==> src/rtl/slug_pkg.sv <==
// Shared types for the slug single-clock phase sequencer.
// Provides phase/state enums and a counter-width helper.
package slug_pkg;

  typedef enum logic [1:0] {
    PH_P,
    PH_U,
    PH_R,
    PH_W
  } phase_t;

  typedef enum logic [1:0] {
    HOLD,
    IDLE,
    RUN,
    STEP
  } seq_state_t;

  // Width of a counter holding 0..n-1, at least 1 bit.
  function automatic int cnt_w(input int n);
    return (n > 1) ? $clog2(n) : 1;
  endfunction

endpackage

==> src/rtl/slug_prescaler.sv <==
// Slot counter 0..DIV-1 on sysclk; tick marks the last slot.
// Ports: clk, rst (async high), start (sync clear), en, slot, tick.
module slug_prescaler
  import slug_pkg::*;
#(
  parameter int DIV = 4,
  parameter int SW  = cnt_w(DIV)
) (
  input  logic          clk,
  input  logic          rst,
  input  logic          start,
  input  logic          en,
  output logic [SW-1:0] slot,
  output logic          tick
);

  assign tick = en && (slot == SW'(DIV - 1));

  always_ff @(posedge clk or posedge rst) begin
    if (rst) begin
      slot <= '0;
    end else if (start) begin
      slot <= '0;
    end else if (en) begin
      slot <= tick ? '0 : slot + 1'b1;
    end
  end

endmodule

==> src/rtl/slug_phase_seq.sv <==
// One-clock P/U/R/W phase-enable sequencer with run/step/halt and post-reset hold.
// Ports: sysclk, rst, run_req, step_req, halt_req in; core_rst, p/u/r/w_en, running, step_done, instr_count out.
module slug_phase_seq
  import slug_pkg::*;
#(
  parameter int DIV      = 4,
  parameter int RST_HOLD = 16,
  parameter int CNT_W    = 32
) (
  input  logic             sysclk,
  input  logic             rst,
  input  logic             run_req,
  input  logic             step_req,
  input  logic             halt_req,
  output logic             core_rst,
  output logic             p_en,
  output logic             u_en,
  output logic             r_en,
  output logic             w_en,
  output logic             running,
  output logic             step_done,
  output logic [CNT_W-1:0] instr_count
);

  localparam int SW = cnt_w(DIV);
  localparam int HW = cnt_w(RST_HOLD + 1);

  seq_state_t       state, state_n;
  phase_t           phase, phase_n;
  logic [HW-1:0]    hold_cnt, hold_n;
  logic             halt_q, halt_n;
  logic             run_block, block_n;
  logic             w_step, w_step_n;
  logic [SW-1:0]    slot;
  logic             tick;
  logic             active;
  logic             slot0;
  logic             last;
  logic             stop;
  logic             core_rst_n;
  logic             p_n, u_n, r_n, w_n;
  logic             running_n;
  logic             step_done_n;
  logic [CNT_W-1:0] cnt_n;

  // Slot/phase are held at zero outside RUN/STEP so every
  // instruction starts cleanly with P in slot 0.
  slug_prescaler #(
    .DIV (DIV),
    .SW  (SW)
  ) u_presc (
    .clk   (sysclk),
    .rst   (rst),
    .start (!active),
    .en    (active),
    .slot  (slot),
    .tick  (tick)
  );

  always_ff @(posedge sysclk or posedge rst) begin
    if (rst) begin
      state       <= HOLD;
      phase       <= PH_P;
      hold_cnt    <= '0;
      halt_q      <= 1'b0;
      run_block   <= 1'b0;
      w_step      <= 1'b0;
      core_rst    <= 1'b1;
      p_en        <= 1'b0;
      u_en        <= 1'b0;
      r_en        <= 1'b0;
      w_en        <= 1'b0;
      running     <= 1'b0;
      step_done   <= 1'b0;
      instr_count <= '0;
    end else begin
      state       <= state_n;
      phase       <= phase_n;
      hold_cnt    <= hold_n;
      halt_q      <= halt_n;
      run_block   <= block_n;
      w_step      <= w_step_n;
      core_rst    <= core_rst_n;
      p_en        <= p_n;
      u_en        <= u_n;
      r_en        <= r_n;
      w_en        <= w_n;
      running     <= running_n;
      step_done   <= step_done_n;
      instr_count <= cnt_n;
    end
  end

  always_comb begin
    active  = (state == RUN) || (state == STEP);
    slot0   = (slot == '0);
    // The cycle that launches w_en is the instruction boundary.
    last    = active && slot0 && (phase == PH_W);
    stop    = 1'b0;
    state_n = state;
    hold_n  = hold_cnt;
    halt_n  = halt_q;
    // A halted run stays parked until run_req is seen low again.
    block_n = run_block && run_req;

    unique case (state)
      HOLD: begin
        if (hold_cnt == HW'(RST_HOLD)) begin
          state_n = IDLE;
        end else begin
          hold_n = hold_cnt + 1'b1;
        end
      end
      IDLE: begin
        halt_n = 1'b0;
        if (run_req) begin
          if (!run_block) begin
            state_n = RUN;
          end
        end else if (step_req) begin
          state_n = STEP;
        end
      end
      RUN: begin
        halt_n = halt_q || halt_req;
        stop   = !run_req || halt_n;
        if (last && stop) begin
          state_n = IDLE;
          block_n = run_req && halt_n;
          halt_n  = 1'b0;
        end
      end
      STEP: begin
        if (last) begin
          state_n = IDLE;
        end
      end
      default: state_n = HOLD;
    endcase

    phase_n = PH_P;
    if (active) begin
      phase_n = tick ? phase_t'(phase + 2'd1) : phase;
    end

    core_rst_n  = (state_n == HOLD);
    p_n         = active && slot0 && (phase == PH_P);
    u_n         = active && slot0 && (phase == PH_U);
    r_n         = active && slot0 && (phase == PH_R);
    w_n         = last;
    running_n   = active;
    w_step_n    = last && (state == STEP);
    step_done_n = w_step;
    cnt_n       = instr_count + CNT_W'(w_en);
  end

endmodule

==> config.mk <==
export PLATFORM = sky130hd
export DESIGN_NAME = slug_phase_seq
export DESIGN_NICKNAME = d
export VERILOG_FILES = /design/src/rtl/slug_pkg.sv /design/src/rtl/slug_prescaler.sv /design/src/rtl/slug_phase_seq.sv
export SDC_FILE = /design/constraint.sdc
export NUM_CORES = 1
export LEC_CHECK = 0
export ABC_AREA = 1
export CAP_MARGIN = 20
export CORE_ASPECT_RATIO = 2
export CORE_UTILIZATION = 54
export CTS_CLUSTER_DIAMETER = 60
export DETAILED_ROUTE_END_ITERATION = 7
export PLACE_DENSITY_LB_ADDON = 0.08
export SETUP_SLACK_MARGIN = 0.1
export SYNTH_ARGS = -nofsm -noshare
export SYNTH_HDL_FRONTEND = slang
export SYNTH_HIERARCHICAL = 1
export SYNTH_SLANG_ARGS = --single-unit
==> constraint.sdc <==
create_clock -name sysclk -period 2.2 [get_ports sysclk]
set_input_delay 0.44 -clock sysclk [delete_from_list [all_inputs] [get_ports sysclk]]
set_output_delay 0.44 -clock sysclk [all_outputs]
set_load 0.02 [all_outputs]
# [After elaboration in Yosys (flattened, before gate mapping)]
# Cells that the tools add are included.
[word_totals] wordCells=64 latch_bits=0 reg_bits=53 mem_count=0 ramBits=0 rom_bits=0
[op_classes] bitwise=1 div=0 n_addsub=4 magnitude_cmp=0 mux=15 mul=0 n_shift=0 n_eq_ne=9 reduce_logical=20
[ops] cell="32-bit by 1-bit adder with 32-bit output" n=1
[ops] cell="2-bit 2-to-1 mux" n=10
[ops] cell="2-bit == test (second input constant)" n=5
[ops] cell="1-bit logical AND" n=10
[ops] cell="2-bit logical NOT" n=4
[ops] cell="2-bit one-hot mux with 4 select lines" n=1
[ops] cell="5-bit by 1-bit adder with 5-bit output (second input constant)" n=1
[ops] cell="5-bit == test (second input constant)" n=1
[ops] cell="2-bit by 1-bit adder with 2-bit output (second input constant)" n=2
[ops] cell="2-bit by 1-bit == test with 1-bit output (second input constant)" n=2
[ops] cell="1-bit logical OR" n=3
[ops] cell="1-bit 2-to-1 mux" n=3
[ops] cell="2-bit inequality test (second input constant)" n=1
[ops] cell="1-bit one-hot mux with 2 select lines" n=1
[ops] cell="2-bit AND reduction" n=1
[ops] cell="2-bit nonzero test" n=1
[ops] cell="1-bit logical NOT" n=1
[ops] cell="1-bit inverter" n=1

# [Longest topological paths before layout]
[depth] depth_word=8 mapped_depth=11 ltp_nobuf=11

# [Cells and area by module]
# The synthesis kept the hierarchy.
[by_module_without_submodules] module="slug_phase_seq" area_per_inst_um2=2765.2 cells_per_inst=316 n_inst=1
[by_module_without_submodules] module="slug_prescaler" area_per_inst_um2=117.6 cells_per_inst=16 n_inst=1

# [Worst setup path before layout]
# OpenSTA, ideal clock, no wires.
[synth_path] kind="register to register" from="register instr_count[0]" to="register instr_count[24]" n_path_buf=0 path_stages_with_launch=9 synth_period_minus_slack_ns=1.683 setup_ns=0.123 arrival_time_ns=1.561 slack_ns=0.517 required_time_ns=2.077 cell_sequence="dfrtp_1 ha_1 ha_1 inv_1 nor2_4 nand2_4 nor2_1 nand2_1 xor2_1"
[synth_between] elab_chain_cells=1
[synth_lines] item="start, declared" line_no="slug_phase_seq.sv:22" source="output logic [CNT_W-1:0] instr_count"
[synth_lines] item="start signal, assigned" line_no="slug_phase_seq.sv:90" source="instr_count <= cnt_n;"
[synth_lines] item="32-bit by 1-bit adder with 32-bit output" line_no="slug_phase_seq.sv:154" source="cnt_n = instr_count + CNT_W'(w_en);"
[synth_lines] item="net cnt_n[24]" line_no="slug_phase_seq.sv:44" source="logic [CNT_W-1:0] cnt_n;"
# The timed path passes the listed nets, and every way through them passes these cells.
# A chain may end at the register's enable or synchronous reset.

# [Worst setup path after layout]
[layout_path] from="register instr_count[4]" to="output instr_count[4]"
# No word-level cell between the ends.

==> metrics.md <==
| Metric | Value |
|---|---|
| Status | `finished, final reports clean` |
| RSZ-0062 raised after global routing | `false` |
| Residual DRC | `0` |
| GR met2 Demand/Resource | `0.471` |
| Final worst path period share | `0.876` |
| Area Growth Syn to Fin | `21.5%` |
| Clock root buffer | `clkbuf_8` |
| Share of cells above drive strength 1 | `0.112` |
| Slew HR | `0.720` |
| Clock network power share | `0.250` |
| Die width | `53.7 um` |
| Antenna-violating nets left | `0` |
| # Max-Cap Violations | `0` |
| Yosys reg bits | `53` |
| First-pass GRT wire length | `10700 um` |
| Mapped Nets | `352` |
| Mapped cell area | `2880 um2` |
| Cell Count Post-Placement | `435` |
| Worst r2r dst | `phase[0]$_DFFE_PP0P_` |
| Met1 global-route usage | `0.248` |
| Mapped Cells | `332` |
| Most frequent cells in the layout | `79 x nand2_1, 52 x dfrtp_1, 46 x inv_1, 43 x clkdlybuf4s50_1, 34 x nor2_1` |
| Max Fclk | `519 MHz` |
| Grt peak-use layer | `met2` |
| N_diodes | `0` |
| Seq pwr share | `0.495` |
| Leakage | `1.72 nW` |
| # Post-CTS Setup Buffers | `0` |
| Buf+Inv Stages, Crit Path | `1` |
| Final WL | `6360 um` |
| Worst EP required | `1.76 ns` |
| Vias/cell | `5.18` |
| CP Class | `reg2out` |
| Hold Vio Cnt, Final | `0` |
| CP Data Arrival Time | `1.49 ns` |
| CTS tree | `done` |
| Num rows | `37` |
| CORE AREA | `5140 um2` |
| Layout fillers | `456` |
| Nets@finish | `404` |
| CTS sink count | `53` |
| Critical Path, Cell by Cell | `clkdlybuf4s50_1` |
| Critical path's top delay family | `buffers and inverters` |
| Commonest non-fill, non-tap cell in the layout | `nand2_1` |
| Reg clk slew, reported paths | `0.09 ns` |
| Warnings, synthesis | `6` |
| Vias in the first global route | `2384` |
| Setup crit start kind | `flip-flop` |
| CP max stage delay | `0.67 ns` |
| Synth cell types | `29` |
| Setup crit end kind | `output port` |
| Slowest cell on crit path | `clkdlybuf4s50_1` |
| Post-synthesis sequential area ratio | `0.461` |
| FF/Latch Area | `1330 um2` |
| Area of the multi-input gates | `1370 um2` |
| Max IR drop VDD | `0.000742 V` |
| Hold Crit Class | `in2async` |
| Global-route usage over all layers | `0.265` |
| CTS Buf Count | `5` |
| Crit. Startpoint | `instr_count[4]$_DFF_PP0_` |
| Layout Cells excl Fill | `443` |
| Overflow after GRT | `0` |
| Placer Congestion | `0.884` |
| Die H | `105 um` |
| Clock Skew | `0.00563 ns` |
| Least-Margin Pin Slew | `0.417 ns` |
| Internal Power | `0.00147 W` |
| DRT Pass-1 Iters | `4` |
| Synthesized area per cell | `8.68 um2` |
| Detailed placer's ending HPWL | `5170 um` |
| Reg2Reg Setup Slack | `0.47 ns` |
| Vias | `2296` |
| PortBufs | `43` |
| Cell Pwr Density | `625 nW/um2` |
| Worst r2r src | `state[0]$_DFF_PP0_` |
| Pin count of the biggest net entering global routing | `30` |
| # hold bufs at CTS | `0` |
| Fin crit period | `1.93 ns` |
| R2R cell count | `8` |
| Total Die Area | `5650 um2` |
| WL/cell | `14.4 um` |
| DRT iter0 DRCs | `40` |
| CTS H-tree depth | `2` |
| Max-slew violations | `0` |
| Ports | `44` |
| Worst Path Max Fanout | `5` |
| Initial antenna violation count | `0` |
| Clk_lat worst skew | `0.31 ns` |
| Switching part of the total power | `0.329` |
| Worst-case clock buffer depth | `2` |
| Met3 GRT Util | `0.0534` |
| Setup_tns | `0 ns` |
| Final setup violation count | `0` |
| Initial Utilization | `0.561` |
| Logic pwr share | `0.255` |
| Switching pwr | `0.000720 W` |
==> through the flow <==
| step | setup WS, ns | hold slack [ns] | total power [W] | utilization | cell area (um2) |
|---|---|---|---|---|---|
| 5_1_grt | 0.222 | 0.336 | 0.00232 | 0.682 | 3500 |
| 3_3_place_gp | 0.407 | 0.350 | 0.00164 | 0.664 | 3410 |
| 4_1_cts | 0.259 | 0.302 | 0.00221 | 0.681 | 3500 |
| 2_1_floorplan | 0.517 | 0.181 | 0.00149 | - | 2880 |
| 6_report | 0.273 | 0.312 | 0.00219 | 0.682 | 3500 |
| 3_5_place_dp | 0.318 | 0.338 | 0.00167 | 0.664 | 3410 |
==> Yosys cell counts <==
cell type  count  area (um2)
nand2_2        3        18.8
dfrtp_1       52        1300
nand2_4        2        22.5
xnor2_1        9        78.8
nand2_1       79         297
nand3b_1       5        37.5
ha_1          15         188
or2_2          1        6.26
inv_1         47         176
nor3_1         7        35.0
nor3_2         4        40.0
a21oi_1        4        20.0
nor2_1        35         131
dfstp_2        1        26.3
nand4_2        1        12.5
nor3b_2        2        25.0
xor2_1        18         158
nor2_2         7        43.8
inv_2          4        15.0
nor2_4         4        45.0
nor2_8         1        20.0
nand3_1       19        95.1
nand4_1        4        25.0
nand4_4        1        21.3
a31oi_1        1        6.26
o21ai_0        2        10.0
a21oi_2        1        8.76
o22ai_1        1        6.26
and3_1         2        12.5
==> worst max-delay path by stage <==
stage          cells after the start                        end  slack, ns
2_1_floorplan                      8  instr_count[24]$_DFF_PP0_       0.52
6_report                           1             instr_count[4]       0.27
3_3_place_gp                       8       phase[0]$_DFFE_PP0P_       0.41
5_1_grt                            1             instr_count[4]       0.22
4_1_cts                            1             instr_count[4]       0.26
3_5_place_dp                       8       phase[0]$_DFFE_PP0P_       0.32
==> logic make-up after synthesis <==
group	Yosys count	share of synthesized area
AOI/OAI and AO/OA	9	0.0178
and+or+nand+nor	177	0.308
xor gates and xnor gates	27	0.0820
adders and majority gates	15	0.0651
buffers and inverters	51	0.0664
DFF	53	0.461
==> power groups by stage <==
stage	combinational, W	sequential (W)	clock [W]
after floorplan	0.000367	0.00113	0
after global placement	0.000540	0.00110	0
after detailed placement	0.000562	0.00110	0
after CTS	0.000564	0.00108	0.000559
after global routing	0.000637	0.00109	0.000592
final	0.000559	0.00108	0.000547
==> per-layer routing <==
metal,vias up,part of all wire
met2,59,0.57
met3,29,0.032
met4,0,0.060
li1,1126,-
met5,-,0
met1,1082,0.34
==> registers in the layout (all words and copies together) (netlist names) <==
register and cells:
step_done_n 1, running 1, state 2, halt_q 1, core_rst 1, step_done 1, u_en 1, instr_count 32
phase 2, u_presc/slot 2, hold_cnt 5, w_en 1, run_block 1, r_en 1, p_en 1
==> final cells by class <==
cell class / count / share of cell area
tap: 58 / 0.0207
timing repair buffer: 45 / 0.131
clock inverter: 2 / 0.00429
clock buffer: 6 / 0.0207
sequential: 53 / 0.379
inverter: 51 / 0.0546
multi-input combinational: 228 / 0.390
==> repair_timing <==
action                                 CTS  global route
endpoints found under the hold margin    0             0
setup endpoints to repair                0             2
resized for setup                        0             1
No activity file was read; power rests on OpenSTA's default activity.
